==> src/rtl/dijkstra_mem_bridge.sv <==
// Bridges a level-handshake core memory port onto Avalon-MM with a stall timeout.
// Ports: algorithm_clock/reset, core_* request side, avm_* master side, busy,
// timeout_error/clear_error. Optional macro DIJKSTRA_MEM_BRIDGE_HIT_CACHE_EN
// adds a one-entry read cache that answers repeated reads without Avalon access.
module dijkstra_mem_bridge #(
  parameter int MADDR_WIDTH   = 32,
  parameter int MDATA_WIDTH   = 16,
  parameter int TIMEOUT_WIDTH = 8
) (
  input  logic                   algorithm_clock,
  input  logic                   algorithm_reset,
  input  logic                   core_read_enable,
  input  logic                   core_write_enable,
  input  logic [MADDR_WIDTH-1:0] core_addr,
  input  logic [MDATA_WIDTH-1:0] core_write_data,
  output logic [MDATA_WIDTH-1:0] core_read_data,
  output logic                   core_read_ready,
  output logic                   core_write_ready,
  output logic [MADDR_WIDTH-1:0] avm_address,
  output logic                   avm_read,
  output logic                   avm_write,
  output logic [MDATA_WIDTH-1:0] avm_writedata,
  input  logic [MDATA_WIDTH-1:0] avm_readdata,
  input  logic                   avm_readdatavalid,
  input  logic                   avm_waitrequest,
  output logic                   busy,
  output logic                   timeout_error,
  input  logic                   clear_error
);

  typedef enum logic [2:0] {
    IDLE, RD_CMD, RD_DATA, WR_CMD, RESP
  } state_t;

  // Abort on the edge where the stall count would reach all ones.
  localparam logic [TIMEOUT_WIDTH-1:0] CNT_LAST =
    {{(TIMEOUT_WIDTH-1){1'b1}}, 1'b0};

  state_t                   r_state;
  logic [TIMEOUT_WIDTH-1:0] r_cnt;
  logic                     r_avm_read;
  logic                     r_avm_write;
  logic [MADDR_WIDTH-1:0]   r_addr;
  logic [MDATA_WIDTH-1:0]   r_wdata;
  logic [MDATA_WIDTH-1:0]   r_rdata;
  logic                     r_rd_rdy;
  logic                     r_wr_rdy;
  logic                     r_err;
  logic                     w_last;

`ifdef DIJKSTRA_MEM_BRIDGE_HIT_CACHE_EN
  logic                     r_c_vld;
  logic [MADDR_WIDTH-1:0]   r_c_tag;
  logic [MDATA_WIDTH-1:0]   r_c_data;
`endif

  assign w_last = (r_cnt >= CNT_LAST);

  always_ff @(posedge algorithm_clock or negedge algorithm_reset) begin
    if (!algorithm_reset) begin
      r_state     <= IDLE;
      r_cnt       <= '0;
      r_avm_read  <= 1'b0;
      r_avm_write <= 1'b0;
      r_addr      <= '0;
      r_wdata     <= '0;
      r_rdata     <= '0;
      r_rd_rdy    <= 1'b0;
      r_wr_rdy    <= 1'b0;
      r_err       <= 1'b0;
`ifdef DIJKSTRA_MEM_BRIDGE_HIT_CACHE_EN
      r_c_vld     <= 1'b0;
      r_c_tag     <= '0;
      r_c_data    <= '0;
`endif
    end else begin
      r_rd_rdy <= 1'b0;
      r_wr_rdy <= 1'b0;
      // A timeout set below overrides this clear in the same cycle.
      if (clear_error) r_err <= 1'b0;
      case (r_state)
        IDLE: begin
          if (core_read_enable) begin
            r_addr <= core_addr;
`ifdef DIJKSTRA_MEM_BRIDGE_HIT_CACHE_EN
            if (r_c_vld && r_c_tag == core_addr) begin
              r_rdata  <= r_c_data;
              r_rd_rdy <= 1'b1;
              r_state  <= RESP;
            end else begin
              r_avm_read <= 1'b1;
              r_cnt      <= '0;
              r_state    <= RD_CMD;
            end
`else
            r_avm_read <= 1'b1;
            r_cnt      <= '0;
            r_state    <= RD_CMD;
`endif
          end else if (core_write_enable) begin
            r_addr      <= core_addr;
            r_wdata     <= core_write_data;
            r_avm_write <= 1'b1;
            r_cnt       <= '0;
            r_state     <= WR_CMD;
`ifdef DIJKSTRA_MEM_BRIDGE_HIT_CACHE_EN
            if (r_c_vld && r_c_tag == core_addr)
              r_c_data <= core_write_data;
`endif
          end
        end
        RD_CMD: begin
          r_cnt <= r_cnt + 1'b1;
          if (!avm_waitrequest) begin
            r_avm_read <= 1'b0;
            r_state    <= RD_DATA;
          end else if (w_last) begin
            r_avm_read <= 1'b0;
            r_rdata    <= '1;
            r_err      <= 1'b1;
            r_rd_rdy   <= 1'b1;
            r_state    <= RESP;
`ifdef DIJKSTRA_MEM_BRIDGE_HIT_CACHE_EN
            r_c_vld    <= 1'b0;
`endif
          end
        end
        RD_DATA: begin
          r_cnt <= r_cnt + 1'b1;
          if (avm_readdatavalid) begin
            r_rdata  <= avm_readdata;
            r_rd_rdy <= 1'b1;
            r_state  <= RESP;
`ifdef DIJKSTRA_MEM_BRIDGE_HIT_CACHE_EN
            r_c_vld  <= 1'b1;
            r_c_tag  <= r_addr;
            r_c_data <= avm_readdata;
`endif
          end else if (w_last) begin
            r_rdata  <= '1;
            r_err    <= 1'b1;
            r_rd_rdy <= 1'b1;
            r_state  <= RESP;
`ifdef DIJKSTRA_MEM_BRIDGE_HIT_CACHE_EN
            r_c_vld  <= 1'b0;
`endif
          end
        end
        WR_CMD: begin
          r_cnt <= r_cnt + 1'b1;
          if (!avm_waitrequest) begin
            r_avm_write <= 1'b0;
            r_wr_rdy    <= 1'b1;
            r_state     <= RESP;
          end else if (w_last) begin
            r_avm_write <= 1'b0;
            r_err       <= 1'b1;
            r_wr_rdy    <= 1'b1;
            r_state     <= RESP;
`ifdef DIJKSTRA_MEM_BRIDGE_HIT_CACHE_EN
            r_c_vld     <= 1'b0;
`endif
          end
        end
        RESP:    r_state <= IDLE;
        default: r_state <= IDLE;
      endcase
    end
  end

  assign core_read_data   = r_rdata;
  assign core_read_ready  = r_rd_rdy;
  assign core_write_ready = r_wr_rdy;
  assign avm_address      = r_addr;
  assign avm_read         = r_avm_read;
  assign avm_write        = r_avm_write;
  assign avm_writedata    = r_wdata;
  assign busy             = (r_state != IDLE);
  assign timeout_error    = r_err;

endmodule

==> config.mk <==
export PLATFORM = sky130hd
export DESIGN_NAME = dijkstra_mem_bridge
export DESIGN_NICKNAME = d
export VERILOG_FILES = /design/src/rtl/dijkstra_mem_bridge.sv
export SDC_FILE = /design/constraint.sdc
export NUM_CORES = 1
export LEC_CHECK = 0
export CAP_MARGIN = 10
export CORE_MARGIN = 4
export CORE_UTILIZATION = 39
export CTS_BUF_LIST = sky130_fd_sc_hd__clkbuf_16
export DETAILED_ROUTE_END_ITERATION = 8
export GPL_TIMING_DRIVEN = 1
export PLACE_DENSITY = 0.76
export SYNTH_ARGS = -nofsm -noshare
export SYNTH_HDL_FRONTEND = slang
export SYNTH_SLANG_ARGS = --single-unit
==> constraint.sdc <==
create_clock -name algorithm_clock -period 2.3 [get_ports algorithm_clock]
set_clock_uncertainty 0.2 [all_clocks]
set_input_delay 0.46 -clock algorithm_clock [delete_from_list [all_inputs] [get_ports algorithm_clock]]
set_output_delay 0.46 -clock algorithm_clock [all_outputs]
set_load 0.005 [all_outputs]
Yosys cells after proc, flatten, opt, wreduce, memory -nomap -nowiden
Cells that the tools add are included.
{ "word_totals": {"inputBits": 71, "out_inout_bits": 70, "reg_bits": 80} }
{ "op_classes": {"n_reduce_logical": 15, "eq_ne": 10, "n_addsub": 1, "muxes": 34, "n_lt_le_gt_ge": 1, "n_bitwise": 1} }
{ "ops": {"columns": ["cell", "n"], "rows": [
  ["$mux W32", 2],
  ["$mux W16", 3],
  ["$pmux W16 S2", 1],
  ["$mux W3", 6],
  ["$mux W8", 2],
  ["$pmux W8 S2", 1],
  ["$mux W1", 14],
  ["$pmux W3 S4", 1],
  ["$reduce_bool A2 Y1", 5],
  ["$ne A3 B3 Y1 const B", 3],
  ["$add A8 B1 Y8 const B", 1],
  ["$ge A8 B8 Y1 const B", 1],
  ["$ne A2 B2 Y1 const B", 4],
  ["$pmux W1 S2", 4],
  ["$eq A3 B2 Y1 const B", 2],
  ["$reduce_and A2 Y1", 3],
  ["$reduce_and A3 Y1", 2],
  ["$reduce_and A4 Y1", 1],
  ["$eq A3 B1 Y1 const B", 1],
  ["$logic_not A3 Y1", 1],
  ["$reduce_bool A3 Y1", 1],
  ["$reduce_or A3 Y1", 1],
  ["$reduce_or A2 Y1", 1],
  ["$not A1 Y1", 1]
]} }

Depth between registers and ports, before layout
{ "depth": {"depth_word": 4, "mapped_depth": 7} }

Worst setup path after synthesis
Ideal clock, no wire load.
{ "synth_timing": {"kind": "register to register", "start": "register r_state[0]", "end": "register r_wdata[10] (netlist: avm_writedata[10])", "stages_incl_launch_ff": 8, "slack_ns": 0.082, "n_path_buf": 4, "period_less_slack_ns": 2.218, "arrival_ns": 1.892, "setup_ns": 0.125, "cell_sequence": "dfrtp_1 buf_6 or3_1 buf_2 or3b_1 buf_6 buf_6 mux2_4"} }
{ "synth_between": {"elab_chain_len": 2} }
{ "synth_lines": {"columns": ["element", "line", "rtl"], "rows": [
  ["start: declaration", "39", "state_t r_state;"],
  ["start signal: assignment", "61", "r_state <= IDLE;"],
  ["start signal: assignment", "98", "r_state <= RD_CMD;"],
  ["start signal: assignment", "105", "r_state <= WR_CMD;"],
  ["$logic_not A3 Y1", "81", "case (r_state)"],
  ["$reduce_and A3 Y1 (no line)", null, null],
  ["end signal: assignment", "102", "r_wdata <= core_write_data;"],
  ["end: declaration", "44", "logic [MDATA_WIDTH-1:0] r_wdata;"]
]} }
No other way between the ends.
A chain may end at the register's enable or synchronous reset.

Worst setup path after layout
{ "layout_timing": {"start": "register r_state[1]", "end": "register r_wdata[8] (netlist: avm_writedata[8])"} }
The elaborated chain is that of the path after synthesis.

==> out/qor.csv <==
stage,metric,value,unit
clock_network,CTS Buf Count,9,
global_route,GRT overflow,0,
cells_and_area,n_diodes,0,
placement,Routability Congestion,0.772,
critical_path,"Req. time, crit path",2.31,ns
clock_network,Max H-tree Level,3,
power_and_ir_drop,power density cells,1260,nW/um^2
power_and_ir_drop,Worst VDD drop,497,uV
floorplan,Row Count,34,
critical_path,FF-to-FF path depth,4,
critical_path,"Slowest-stage cell, CP",or3_4,
placement,PortBufs,140,
hold_path,hold_sp,r_cnt[7],
clock_network,clock root buffer,clkbuf_16,
routing,Vias,2758,
floorplan,Die ar.,10500,sq um
critical_path,crit-path cells,or3_4 -> or3b_1 -> buf_12 -> mux2_4,
floorplan,core area,8680,sq um
cells_and_area,Fillers,701,
synth,post-synthesis cell type count,44,
cells_and_area,layout overhead on the synthesized area,54.4,%
synth,Mapped Area,3470,sq um
clock_network,postcts setup bufs,0,
clock_network,Clock Tree Buf Depth,2,
flow_run,maxcap violations,0,
critical_path,Worst R2R Setup Slack,0.26,ns
hold_path,hold path depth,1,
routing,drt wl/cell,16.5,um
global_route,initial antenna violation count,0,
critical_path,slowest cell delay on critical path,0.43,ns
cells_and_area,area taken by multi-input logic gates,1370,sq um
floorplan,Ports,141,
synth,top cell type's share of synthesized area,0.577,
clock_network,TritonCTS clock tree,built,
floorplan,Initial Util,0.400,
synth,async set or reset register ratio after synthesis,1.00,
placement,hpwl dp,6610,um
cells_and_area,register area,2000,sq um
sta,Sum Neg Setup Slack,0,ns
global_route,first-pass GRT wire length,14100,um
sta,final cycle utilization of the critical path,0.886,
synth,most common cell in the netlist,dfrtp_1,
synth,syn_area_per_cell,12.2,sq um
synth,"area leader, netlist",dfrtp_1,
sta,Max Slew Vio Count,0,
floorplan,Die Y,102,um
clock_network,clk_lat worst skew,0.32,ns
synth,number of synthesized flops with an enable pin,0,
clock_network,"Reg clk slew, reported paths",0.06,ns
routing,First-pass DRT Iterations,4,
sta,RSZ-0062 raised after global routing,false,
synth,Post-Syn Instances,284,
critical_path,Setup CP Type,reg2reg,
synth,sequential fraction of the synthesis area,0.577,
sta,final setup violation count,0,
placement,Post-Place Cells,527,
routing,initial DRC count,97,
synth,Most used DFF post-synth,dfrtp_1,
hold_path,min-delay worst type,reg2reg,
global_route,largest net degree at the start of global routing,40,
cells_and_area,share of layout cells above drive strength 1,0.195,
synth,"top cells by area, synth","dfrtp_1 (58%), mux2_2 (13%), nor2_1 (4.2%)",
cells_and_area,Non-Filler Instances,544,
synth,"top cells by count, synth","dfrtp_1 (80), mux2_2 (39), nor2_1 (39), a211oi_1 (17), nor3_1 (17)",
sta,Max-Slew Margin vs Limit,0.592,
sta,fin crit period,2.04,ns
sta,Worst-Margin Slew,0.610,ns
critical_path,reg2reg start,r_state[1],
sta,FMAX,491,MHz
routing,Detailed Route WL,8950,um
critical_path,CP bufs+invs,1,
power_and_ir_drop,P_leak,0.00227,uW
critical_path,critical path capture point type,flip-flop,
routing,Post-DRT Antenna Nets,0,
routing,residual DRC count,0,
synth,Synthesized Nets,357,
critical_path,reg2reg end,avm_writedata[8],
critical_path,"CP delay by family, top",simple AND/OR/NAND/NOR gates,
floorplan,chip width,102,um
global_route,vias in the first global route,2787,
hold_path,Hold Path End,r_cnt[7],
synth,synth warn,0,
critical_path,Worst EP arrival,2.05,ns
critical_path,worst-path fanout max,17,
outcome,status,completed,
clock_network,# clock sinks,80,
cells_and_area,design area,5360,sq um
critical_path,Startpoint Class,flip-flop,
sta,final hold violations,0,
placement,DP Area,5070,sq um
global_route,gr usage total,0.173,
routing,via/cell ratio,5.07,
synth,number of synthesized register bits,80,
cells_and_area,final net count,504,
## cells by family (layout without fill, tap and decap cells)
| logic type | count (synthesis) | after routing | share of synthesized area |
|---|---|---|---|
| buf+inv | 25 | 177 | 0.0354 |
| mux | 50 | 50 | 0.171 |
| flops | 80 | 80 | 0.577 |
| fa+ha+maj | 2 | 2 | 0.00721 |
| compound gates | 46 | 46 | 0.0967 |
| simple gates | 81 | 81 | 0.112 |
## layout by cell type, fill, tap and decap left out, types with 2 or more instances in the layout
| master | instances |
|---|---|
| nor2_1 | 38 |
| mux2_2 | 39 |
| nor4bb_2 | 2 |
| buf_4 | 13 |
| a31oi_1 | 3 |
| clkbuf_16 | 9 |
| nor2b_1 | 3 |
| inv_1 | 7 |
| mux2_4 | 9 |
| a2111oi_0 | 2 |
| clkinv_2 | 3 |
| clkdlybuf4s50_1 | 138 |
| a21oi_1 | 2 |
| dfrtp_1 | 80 |
| buf_12 | 3 |
| ha_1 | 2 |
| nand3_1 | 4 |
| nor3_1 | 17 |
| nand2_1 | 6 |
| a21o_1 | 2 |
| a211oi_1 | 17 |
| o21ai_0 | 6 |
| mux2i_1 | 2 |
## cell type report
class,count,share of cell area
Clock buffer,9,0.0421
Inverter,5,0.00350
Tap cell,108,0.0252
Timing Repair Buffer,156,0.292
Sequential cell,80,0.374
Multi-Input combinational cell,179,0.257
Clock inverter,7,0.00724
## report_power, final
group          leakage [uW]  switching, uW  internal (uW)
clock network      0.000138            545            720
registers          0.000996            361           2010
logic               0.00113           1130           1960
## what timing repair did
action | 4_1_cts | 5_1_grt
hold buffers | 1 | 0
endpoints found under the setup margin | 1 | 1
hold endpoints to repair | 37 | 0
resized for setup | 1 | 1
## registers in the layout, indices dropped and copies added (netlist names)
| signal | flops |
|---|---|
| avm_writedata | 16 |
| core_read_data | 16 |
| avm_read | 1 |
| r_state | 3 |
| timeout_error | 1 |
| avm_write | 1 |
| core_read_ready | 1 |
| r_cnt | 8 |
| avm_address | 32 |
| core_write_ready | 1 |
## metrics by stage
stage           util  setup slack (ns)  hold WS (ns)  total power [uW]
3_3_place_gp   0.585             0.128         0.267              5400
2_1_floorplan      -            0.0824       -0.0356              3840
5_1_grt        0.617             0.187         0.300              7190
6_report       0.617             0.261         0.295              6730
3_5_place_dp   0.585            0.0913         0.274              5520
4_1_cts        0.617            0.0255         0.286              6810
## routing by layer
metal  global-route usage  vias to the layer above  wire length (um)
met5                    0                        -                 0
met4               0.0515                        0                82
met3               0.0471                        9               788
met2                0.287                      109              4310
met1                0.222                     1329              3770
li1                     -                     1311                 -
## worst reg2reg max path, delay by kind of cell (launching register included)
kind	cells	cell delay, ns
buf+inv	1	0.18
flops	1	0.38
mux	1	0.30
simple gates	2	0.86
## worst max path at each step
stage	start	endpoint	cells past startpoint
after floorplan	r_state[0]	avm_writedata[10]	7
after global placement	core_write_enable	avm_writedata[10]	4
after detailed placement	avm_readdatavalid	core_read_data[10]	5
after CTS	r_state[1]	busy	2
after global routing	r_cnt[0]	timeout_error	5
final	r_state[1]	avm_writedata[8]	4
Power figures use the tool's default switching activity.
